--- src/rtl/mic_pkg.sv ---
// Shared constants and FSM state type for the PmodMIC3 capture path.
package mic_pkg;

   localparam int FRAME_BITS     = 16;  // ADC frame length in SCLK periods
   localparam int LEAD_ZEROS     = 4;   // leading zero bits ahead of the sample
   localparam int DEFAULT_DATA_W = 12;  // ADC resolution
   localparam int BIT_CNT_W      = 5;   // wide enough to hold 0..FRAME_BITS-1

   typedef enum logic [1:0] {
      IDLE,
      SETUP,
      SHIFT,
      QUIET
   } mic_state_e;

endpackage

--- src/rtl/mic_tick_gen.sv ---
// Conversion-rate tick generator: counts 0..SAMPLE_PERIOD-1 while enabled and
// flags the wrap cycle. The count is forced back to 0 while disabled, so the
// first tick lands SAMPLE_PERIOD cycles after enable rises.
module mic_tick_gen #(
   parameter int SAMPLE_PERIOD = 2268
) (
   input  logic clk,
   input  logic reset,
   input  logic enable,
   output logic start_tick
);

   localparam int CW = $clog2(SAMPLE_PERIOD);
   localparam logic [CW-1:0] LAST = CW'(SAMPLE_PERIOD - 1);

   logic [CW-1:0] cnt_q, cnt_d;

   // Next count: advance while enabled, wrap at LAST, hold at 0 when disabled
   always_comb begin
      cnt_d = '0;
      if (enable && (cnt_q != LAST)) cnt_d = cnt_q + 1'b1;
   end

   assign start_tick = enable && (cnt_q == LAST);

   // Counter register
   always_ff @(posedge clk or posedge reset) begin
      if (reset) cnt_q <= '0;
      else       cnt_q <= cnt_d;
   end

endmodule

--- src/rtl/pmod_mic3_reader.sv ---
// PmodMIC3 (ADCS7476-style) reader: periodic SPI conversion, 16-bit frame
// deserialisation, 12-bit sample on a valid/ready interface with overrun flag.
// Optional build macro MIC_SIGNED_EN: convert the offset-binary ADC code to
// two's complement by flipping the sample MSB. Timing is unchanged.
module pmod_mic3_reader
   import mic_pkg::*;
#(
   parameter int CLK_DIV       = 4,
   parameter int SAMPLE_PERIOD = 2268,
   parameter int DATA_W        = DEFAULT_DATA_W
) (
   input  logic              clk,
   input  logic              reset,
   input  logic              enable,
   input  logic              miso,
   output logic              cs_n,
   output logic              sclk,
   output logic [DATA_W-1:0] sample_data,
   output logic              sample_valid,
   input  logic              sample_ready,
   output logic              overrun
);

   localparam logic [7:0]           DIV_LAST  = 8'(CLK_DIV - 1);
   localparam logic [BIT_CNT_W-1:0] BIT_LAST  = BIT_CNT_W'(FRAME_BITS - 1);
   localparam logic [DATA_W-1:0]    SIGN_FLIP = {1'b1, {(DATA_W-1){1'b0}}};

   mic_state_e            state_q, state_d;
   logic [7:0]            div_q, div_d;
   logic [BIT_CNT_W-1:0]  bit_q, bit_d;
   logic [FRAME_BITS-1:0] shreg_q, shreg_d;
   logic                  cs_n_q, cs_n_d;
   logic                  sclk_q, sclk_d;
   logic [DATA_W-1:0]     data_q, data_d;
   logic                  valid_q, valid_d;
   logic                  overrun_q, overrun_d;
   logic                  start_tick;
   logic                  load;
   logic [DATA_W-1:0]     raw;

   mic_tick_gen #(.SAMPLE_PERIOD(SAMPLE_PERIOD)) u_tick (
      .clk        (clk),
      .reset      (reset),
      .enable     (enable),
      .start_tick (start_tick)
   );

   // Low DATA_W bits of the frame; the leading zero bits fall off the top.
   assign raw = shreg_q[DATA_W-1:0];

   // Next-state: conversion sequencing, SPI pins, shift register and handshake
   always_comb begin
      state_d   = state_q;
      div_d     = div_q;
      bit_d     = bit_q;
      shreg_d   = shreg_q;
      cs_n_d    = cs_n_q;
      sclk_d    = sclk_q;
      data_d    = data_q;
      valid_d   = valid_q;
      overrun_d = 1'b0;
      load      = 1'b0;

      if (valid_q && sample_ready) valid_d = 1'b0;

      case (state_q)
         IDLE: begin
            cs_n_d = 1'b1;
            sclk_d = 1'b1;
            // ticks arriving in any other state are simply not looked at
            if (start_tick) begin
               state_d = SETUP;
               cs_n_d  = 1'b0;
               div_d   = '0;
            end
         end
         SETUP: begin
            if (div_q == DIV_LAST) begin
               state_d = SHIFT;
               sclk_d  = 1'b0;
               div_d   = '0;
               bit_d   = '0;
            end else begin
               div_d = div_q + 8'd1;
            end
         end
         SHIFT: begin
            if (div_q == DIV_LAST) begin
               div_d = '0;
               if (!sclk_q) begin
                  // rising SCLK edge: ADC data has been stable for the low phase
                  sclk_d  = 1'b1;
                  shreg_d = {shreg_q[FRAME_BITS-2:0], miso};
               end else if (bit_q == BIT_LAST) begin
                  state_d = QUIET;
                  cs_n_d  = 1'b1;
                  load    = 1'b1;
               end else begin
                  bit_d  = bit_q + 1'b1;
                  sclk_d = 1'b0;
               end
            end else begin
               div_d = div_q + 8'd1;
            end
         end
         QUIET: begin
            if (div_q == DIV_LAST) begin
               state_d = IDLE;
               div_d   = '0;
            end else begin
               div_d = div_q + 8'd1;
            end
         end
         default: state_d = IDLE;
      endcase

      // A load wins over a same-cycle accept; overrun only if nobody took the old one
      if (load) begin
`ifdef MIC_SIGNED_EN
         data_d = raw ^ SIGN_FLIP;
`else
         data_d = raw;
`endif
         valid_d   = 1'b1;
         overrun_d = valid_q && !sample_ready;
      end
   end

   // State and output registers; reset forces the ADC deselected at once
   always_ff @(posedge clk or posedge reset) begin
      if (reset) begin
         state_q   <= IDLE;
         div_q     <= '0;
         bit_q     <= '0;
         shreg_q   <= '0;
         cs_n_q    <= 1'b1;
         sclk_q    <= 1'b1;
         data_q    <= '0;
         valid_q   <= 1'b0;
         overrun_q <= 1'b0;
      end else begin
         state_q   <= state_d;
         div_q     <= div_d;
         bit_q     <= bit_d;
         shreg_q   <= shreg_d;
         cs_n_q    <= cs_n_d;
         sclk_q    <= sclk_d;
         data_q    <= data_d;
         valid_q   <= valid_d;
         overrun_q <= overrun_d;
      end
   end

   assign cs_n         = cs_n_q;
   assign sclk         = sclk_q;
   assign sample_data  = data_q;
   assign sample_valid = valid_q;
   assign overrun      = overrun_q;

endmodule
--- config.mk ---
export PLATFORM = sky130hd
export DESIGN_NAME = pmod_mic3_reader
export DESIGN_NICKNAME = d
export VERILOG_FILES = /design/src/rtl/mic_pkg.sv /design/src/rtl/mic_tick_gen.sv /design/src/rtl/pmod_mic3_reader.sv
export SDC_FILE = /design/constraint.sdc
export NUM_CORES = 1
export LEC_CHECK = 0
export CAP_MARGIN = 20
export CORE_MARGIN = 2
export CORE_UTILIZATION = 60
export CTS_BUF_LIST = sky130_fd_sc_hd__clkbuf_16
export CTS_CLUSTER_SIZE = 8
export DETAILED_ROUTE_END_ITERATION = 6
export MAX_ROUTING_LAYER = met4
export PLACE_DENSITY = 0.78
export SYNTH_ARGS = -nofsm -noshare
export SYNTH_HDL_FRONTEND = slang
export SYNTH_SLANG_ARGS = --single-unit
--- constraint.sdc ---
create_clock -name clk -period 6.45 [get_ports clk]
set_clock_uncertainty 0.05 [all_clocks]
set_input_delay 0.9675 -clock clk [delete_from_list [all_inputs] [get_ports clk]]
set_output_delay 0.9675 -clock clk [all_outputs]
set_load 0.01 [all_outputs]
# After elaboration in Yosys (flattened, before gate mapping)
# Index checks and enable logic that the tools add are counted.
[op_classes]
addsub = 3
multipliers = 0
n_div = 0
magnitude_cmp = 0
eq_ne = 14
n_shift = 0
mux = 32
bitwise = 1
n_reduce_logical = 16
[op_table]
columns = ["cell", "n"]
rows = [
  ["$mux 5", 4],
  ["$mux 8", 2],
  ["$pmux 8 s2", 1],
  ["$mux 1", 14],
  ["$ne 2x2->1 const B", 7],
  ["$add 12x1->12 const B", 1],
  ["$eq 12x12->1 const B", 1],
  ["$mux 12", 1],
  ["$mux 2", 6],
  ["$ne 12x12->1 const B", 1],
  ["$pmux 5 s2", 1],
  ["$add 8x1->8 const B", 1],
  ["$eq 8x2->1 const B", 1],
  ["$pmux 2 s4", 1],
  ["$reduce_and 3->1", 2],
  ["$reduce_and 6->1", 1],
  ["$reduce_bool 2->1", 3],
  ["$add 5x1->5 const B", 1],
  ["$eq 5x4->1 const B", 1],
  ["$reduce_and 5->1", 1],
  ["$eq 2x2->1 const B", 2],
  ["$logic_and 1x1->1", 4],
  ["$reduce_and 4->1", 1],
  ["$pmux 1 s3", 1],
  ["other kinds (7)", 7],
]
[word_totals]
regBits = 55
latchBits = 0
ram_bits = 0
mem_bits_ro = 0
in_bits = 5
output_inout_bits = 16
word_cells = 76
memories = 0

# Depth between registers and ports, before layout
[depth]
ltp_word = 6
mapped_depth = 7
mapped_depth_nobuf = 7

# Cells and area by module
# A second synthesis with hierarchy kept.
[unflattened]
hier_cells = 222
hier_area_um2 = 2641.3
[modules_own_cells]
columns = ["module", "instances", "cells_per_inst", "area_each_um2", "seq_area_each_um2"]
rows = [
  ["pmod_mic3_reader", 1, 162, 2021.9, 1078.5],
  ["mic_tick_gen", 1, 60, 619.3, 300.3],
]

# Worst setup path before layout
# OpenSTA, ideal clock, no wires.
[synth_path]
path_kind = "register to register"
from = "register bit_q[0]"
to = "register bit_q[3]"
setup_time_ps = 87
arrival_time_ps = 1919
required_ps = 6313
path_slack_ps = 4394
stages_incl_launch_ff = 8
period_less_slack_ps = 2056
path_cell_list = "dfrtp_1 -> ha_1 -> and3_1 -> ha_1 -> and3b_1 -> o211ai_1 -> or3_1 -> a22oi_1"
[synth_via]
elab_chain_cells = 5
word_cells_on_any_way = 8
cone_classes = "add/sub: 1; eq/ne: 2; mux: 4; reduce/logical: 1"
[synth_lines]
columns = ["element", "line", "rtl"]
rows = [
  ["start: declaration", "pmod_mic3_reader.sv:30", "logic [BIT_CNT_W-1:0] bit_q, bit_d;"],
  ["start signal: assignment", "pmod_mic3_reader.sv:144", "bit_q <= bit_d;"],
  ["$add 5x1->5", "pmod_mic3_reader.sv:99", "bit_d = bit_q + 1'b1;"],
  ["$mux 5", "pmod_mic3_reader.sv:94", "end else if (bit_q == BIT_LAST) begin"],
  ["$mux 5", "pmod_mic3_reader.sv:90", "if (!sclk_q) begin"],
  ["$mux 5", "pmod_mic3_reader.sv:88", "if (div_q == DIV_LAST) begin"],
  ["$pmux 5 s2", "pmod_mic3_reader.sv:66", "case (state_q)"],
]
# Parallel ways exist; a longest one is shown, timed or not. The select of a mux whose other input is x is not followed.
# A chain may end at the register's enable or synchronous reset.

# Worst setup path after layout
[layout_path]
from = "input enable"
to = "register state_q[1]"
[layout_via]
elab_chain_cells = 3
[layout_lines]
columns = ["element", "line", "rtl"]
rows = [
  ["start: declaration", "pmod_mic3_reader.sv:14", "input logic enable,"],
  ["$logic_and 1x1->1", "mic_tick_gen.sv:24", "assign start_tick = enable && (cnt_q == LAST);"],
  ["$ne 2x2->1 (no source line)", "--", ""],
  ["$reduce_and 6->1 (no source line)", "--", ""],
  ["end signal: assignment", "pmod_mic3_reader.sv:142", "state_q <= state_d;"],
  ["end: declaration", "pmod_mic3_reader.sv:28", "mic_state_e state_q, state_d;"],
]
# No other way between the ends.

==> results.md <==
- Worst Setup End Kind: flop
- Max-cap violations: 0
- Die extent in y: 69.45 um
- Cell Rows: 23
- Outcome: finished clean
- P_sw: 0.1274 mW
- First-pass GRT wire length: 8066 um
- Yosys reg bits: 55
- RSZ-0062 raised after global routing: no
- Synthesized Nets: 226
- Synth Warn #: 0
- Least-Margin Pin Slew: 0.6137 ns
- Core Region: 0.004058 mm^2
- Seq/Total Area, Yosys: 53.65%
- Hold-fix buffers at CTS: 0
- Final count of hold timing violations: 0
- Critical-path cell list: clkdlybuf4s50_1, a41oi_2, a211oi_1, mux2_2
- Leakage: about 1.4 nW
- Ports: 21
- Synth area leaders: dfrtp_1 52%, mux2_2 7.9%, mux2_4 4.7%
- CTS resizes: 0
- Worst slew margin: around three fifths
- Detailed-route DRC error count: 0
- DIE AREA: 0.004823 mm^2
- Power Density: roughly 210 mW/mm^2
- Peak supply drop: about 0.00014 V
- Class of the worst hold path: reg -> reg
- Fin Setup TNS: 0 ns
- Post-Synthesis Cells: about 210
- Clock Power Share: 41.5%
- Seq pwr share: 56.1%
- Startpoint types: input port
- Detailed Route Iter0 Violations: between 100 and 150
- CTS tree: yes
- Largest net degree at the start of global routing: 56
- Post-Syn Area: 0.002570 mm^2
- DR WL/cell: 15.88 um
- Largest fanout on the critical path: 10
- Overall power: 0.6213 mW
- Vias in the first global route: 1701
- Antenna violations before repair: 0
- Routability cong.: 0.7930
- Post-route ant nets: 0
- Layout cell share with drive strength beyond 1: 18.49%
- Final Cycle Share: 38.88%
- Clock latency on the worst-skew pair: 0.29 ns
- Clk sink count: 55
- Post-layout util: 73.14%
- Asr flop ratio synth: between 90% and 100%
- Minimum clock period: 2.508 ns
- Gr usage total: 21.38%
- ANT cells: 0
- Post-synth EDFFs: 0
- Via/cell ratio: 5.983
- Port bufs: 20
- Total wire length: 4573 um
- Count leader, synth: dfrtp_1
- CTS clk-pin slew, worst paths: 0.07 ns
- Overflow after GRT: 0
- Int Power: approximately 0.49 mW
- Final net count: 250
- Peak Freq: 398.7 MHz
- Total number of vias: 1723
- First-pass iteration count of the detailed router: 4
- Dpl hpwl: between 3000 and 4000 um
- Synth cell types: 42
- CP max-delay cell: clkdlybuf4s50_1
- Arr. time, crit path: 2.63 ns
- TritonCTS buffer count: 5
- Post-synth top area cell: dfrtp_1
- R2R cell count: 5
- Final slew viol count: 0
- Setup violators final: 0
- Setup repair bufs after CTS: 0
- Max stage delay on crit path: 0.51 ns
- Critical Path RT: 6.57 ns
- Gate power share: 2.4%
- Clk root buf: clkbuf_16
- Top_reg_cell synth: dfrtp_1
- Switching share of power: 20.50%
- Area delta synth->final: 15.48%
- Top cells by count, synth: 53 x dfrtp_1, 18 x mux2_2, 16 x nor2_1, 13 x nand2_1, 12 x nand3_1
- Initial Utilization: 63.34%
- Cell count of the worst hold path: 2
- Yosys top cell area share: 51.61%
- H-tree levels: 2
- Die span in x: 69.45 um
- CTS Buffer Depth: 2
- Syn Area/Cell: 12.07 um^2
- Crit Path Class: in -> reg
worst max-delay path, delay by kind of cell:
| family | cells | cell delay, ns |
|---|---|---|
| buf+inv | 1 | 0.51 |
| compound gates | 2 | 0.76 |
| mux | 1 | 0.39 |
stage by stage:
| step | setup slack [ns] | instance area (um^2) | hold slack [ns] | instances |
|---|---|---|---|---|
| detailed placement | 3.691 | 2806 | 0.4274 | 279 |
| global placement | 3.826 | 2806 | 0.4125 | 279 |
| finish | 3.942 | 2968 | 0.4414 | 288 |
| global route | 3.915 | 2968 | 0.4831 | 288 |
| floorplan | 4.093 | 2570 | 0.3974 | 213 |
| CTS | 3.959 | 2948 | 0.4414 | 287 |
power groups by stage:
stage                     Clock [mW]  Sequential [mW]  Combinational [mW]
after floorplan                    0            0.355             0.00893
after global placement             0            0.355              0.0132
after detailed placement           0            0.355              0.0141
after CTS                      0.261            0.348              0.0142
after global routing           0.279            0.349              0.0172
final                          0.258            0.349              0.0151
final cells by class:
class / instances / area, um^2
multi-input cells: 146 / 1135
inverters: 8 / 30.03
clock inverters: 3 / 16.27
well taps: 50 / 62.56
repair buffers: 21 / 220.2
clock buffers: 5 / 125.1
flip-flops and latches: 55 / 1379
fillers: 274 / 1090
worst paths after layout:
kind | start | slack, ns | to
worst max-delay path | enable | 3.94 | state_q[1]$_DFFE_PP0P_
worst min-delay path | bit_q[4]$_DFFE_PP0P_ | 0.44 | bit_q[4]$_DFFE_PP0P_
worst max register to register | u_tick.cnt_q[0]$_DFF_PP0_ | 4.12 | state_q[1]$_DFFE_PP0P_
worst min register to register | bit_q[4]$_DFFE_PP0P_ | 0.44 | bit_q[4]$_DFFE_PP0P_
max in group asynchronous | reset | 4.81 | sclk$_DFFE_PP1P_
min in group asynchronous | reset | 0.94 | overrun$_DFF_PP0_
cells by family after synthesis:
group / count (synthesis) / share of synthesized area [%]
compound gates: 27 / 6.913
xor+xnor: 11 / 3.749
buf+inv: 12 / 2.191
simple gates: 72 / 16.26
fa+ha+maj: 8 / 3.895
mux: 28 / 13.34
flops: 55 / 53.65
metal layers:
layer  global-route usage, %  wire, um  up-vias
met3                   3.488       187        9
met5                       -         0        -
li1                        -         -      806
met2                   35.90      2409       45
met1                   26.81      1904      863
met4                   6.536        71        0
state kept, by name (all words and copies together), names as in the netlist:
| register | count |
|---|---|
| u_tick.cnt_q | 12 |
| sclk | 1 |
| state_q | 2 |
| shreg_q | 12 |
| sample_valid | 1 |
| bit_q | 5 |
| cs_n | 1 |
| div_q | 8 |
| overrun | 1 |
| sample_data | 12 |
layout by cell type, fill, tap and decap left out, types with 2 or more instances in the layout:
cell type         n
a211oi_1          2
a21oi_1           7
a22o_1            2
and3_1            3
and4_1            2
clkbuf_16         5
clkdlybuf4s50_1  20
dfrtp_1          53
dfstp_2           2
ha_1              8
inv_1             8
mux2_2           18
mux2_4            8
mux2i_1           2
nand2_1          13
nand2b_1          3
nand3_1          12
nand4_1           2
nor2_1           16
nor2b_1           2
nor3_1            6
o211ai_1          2
o21ai_0           9
or3_1             3
xnor2_1           9
xor2_1            2
No activity file was read; power rests on OpenSTA's default activity.
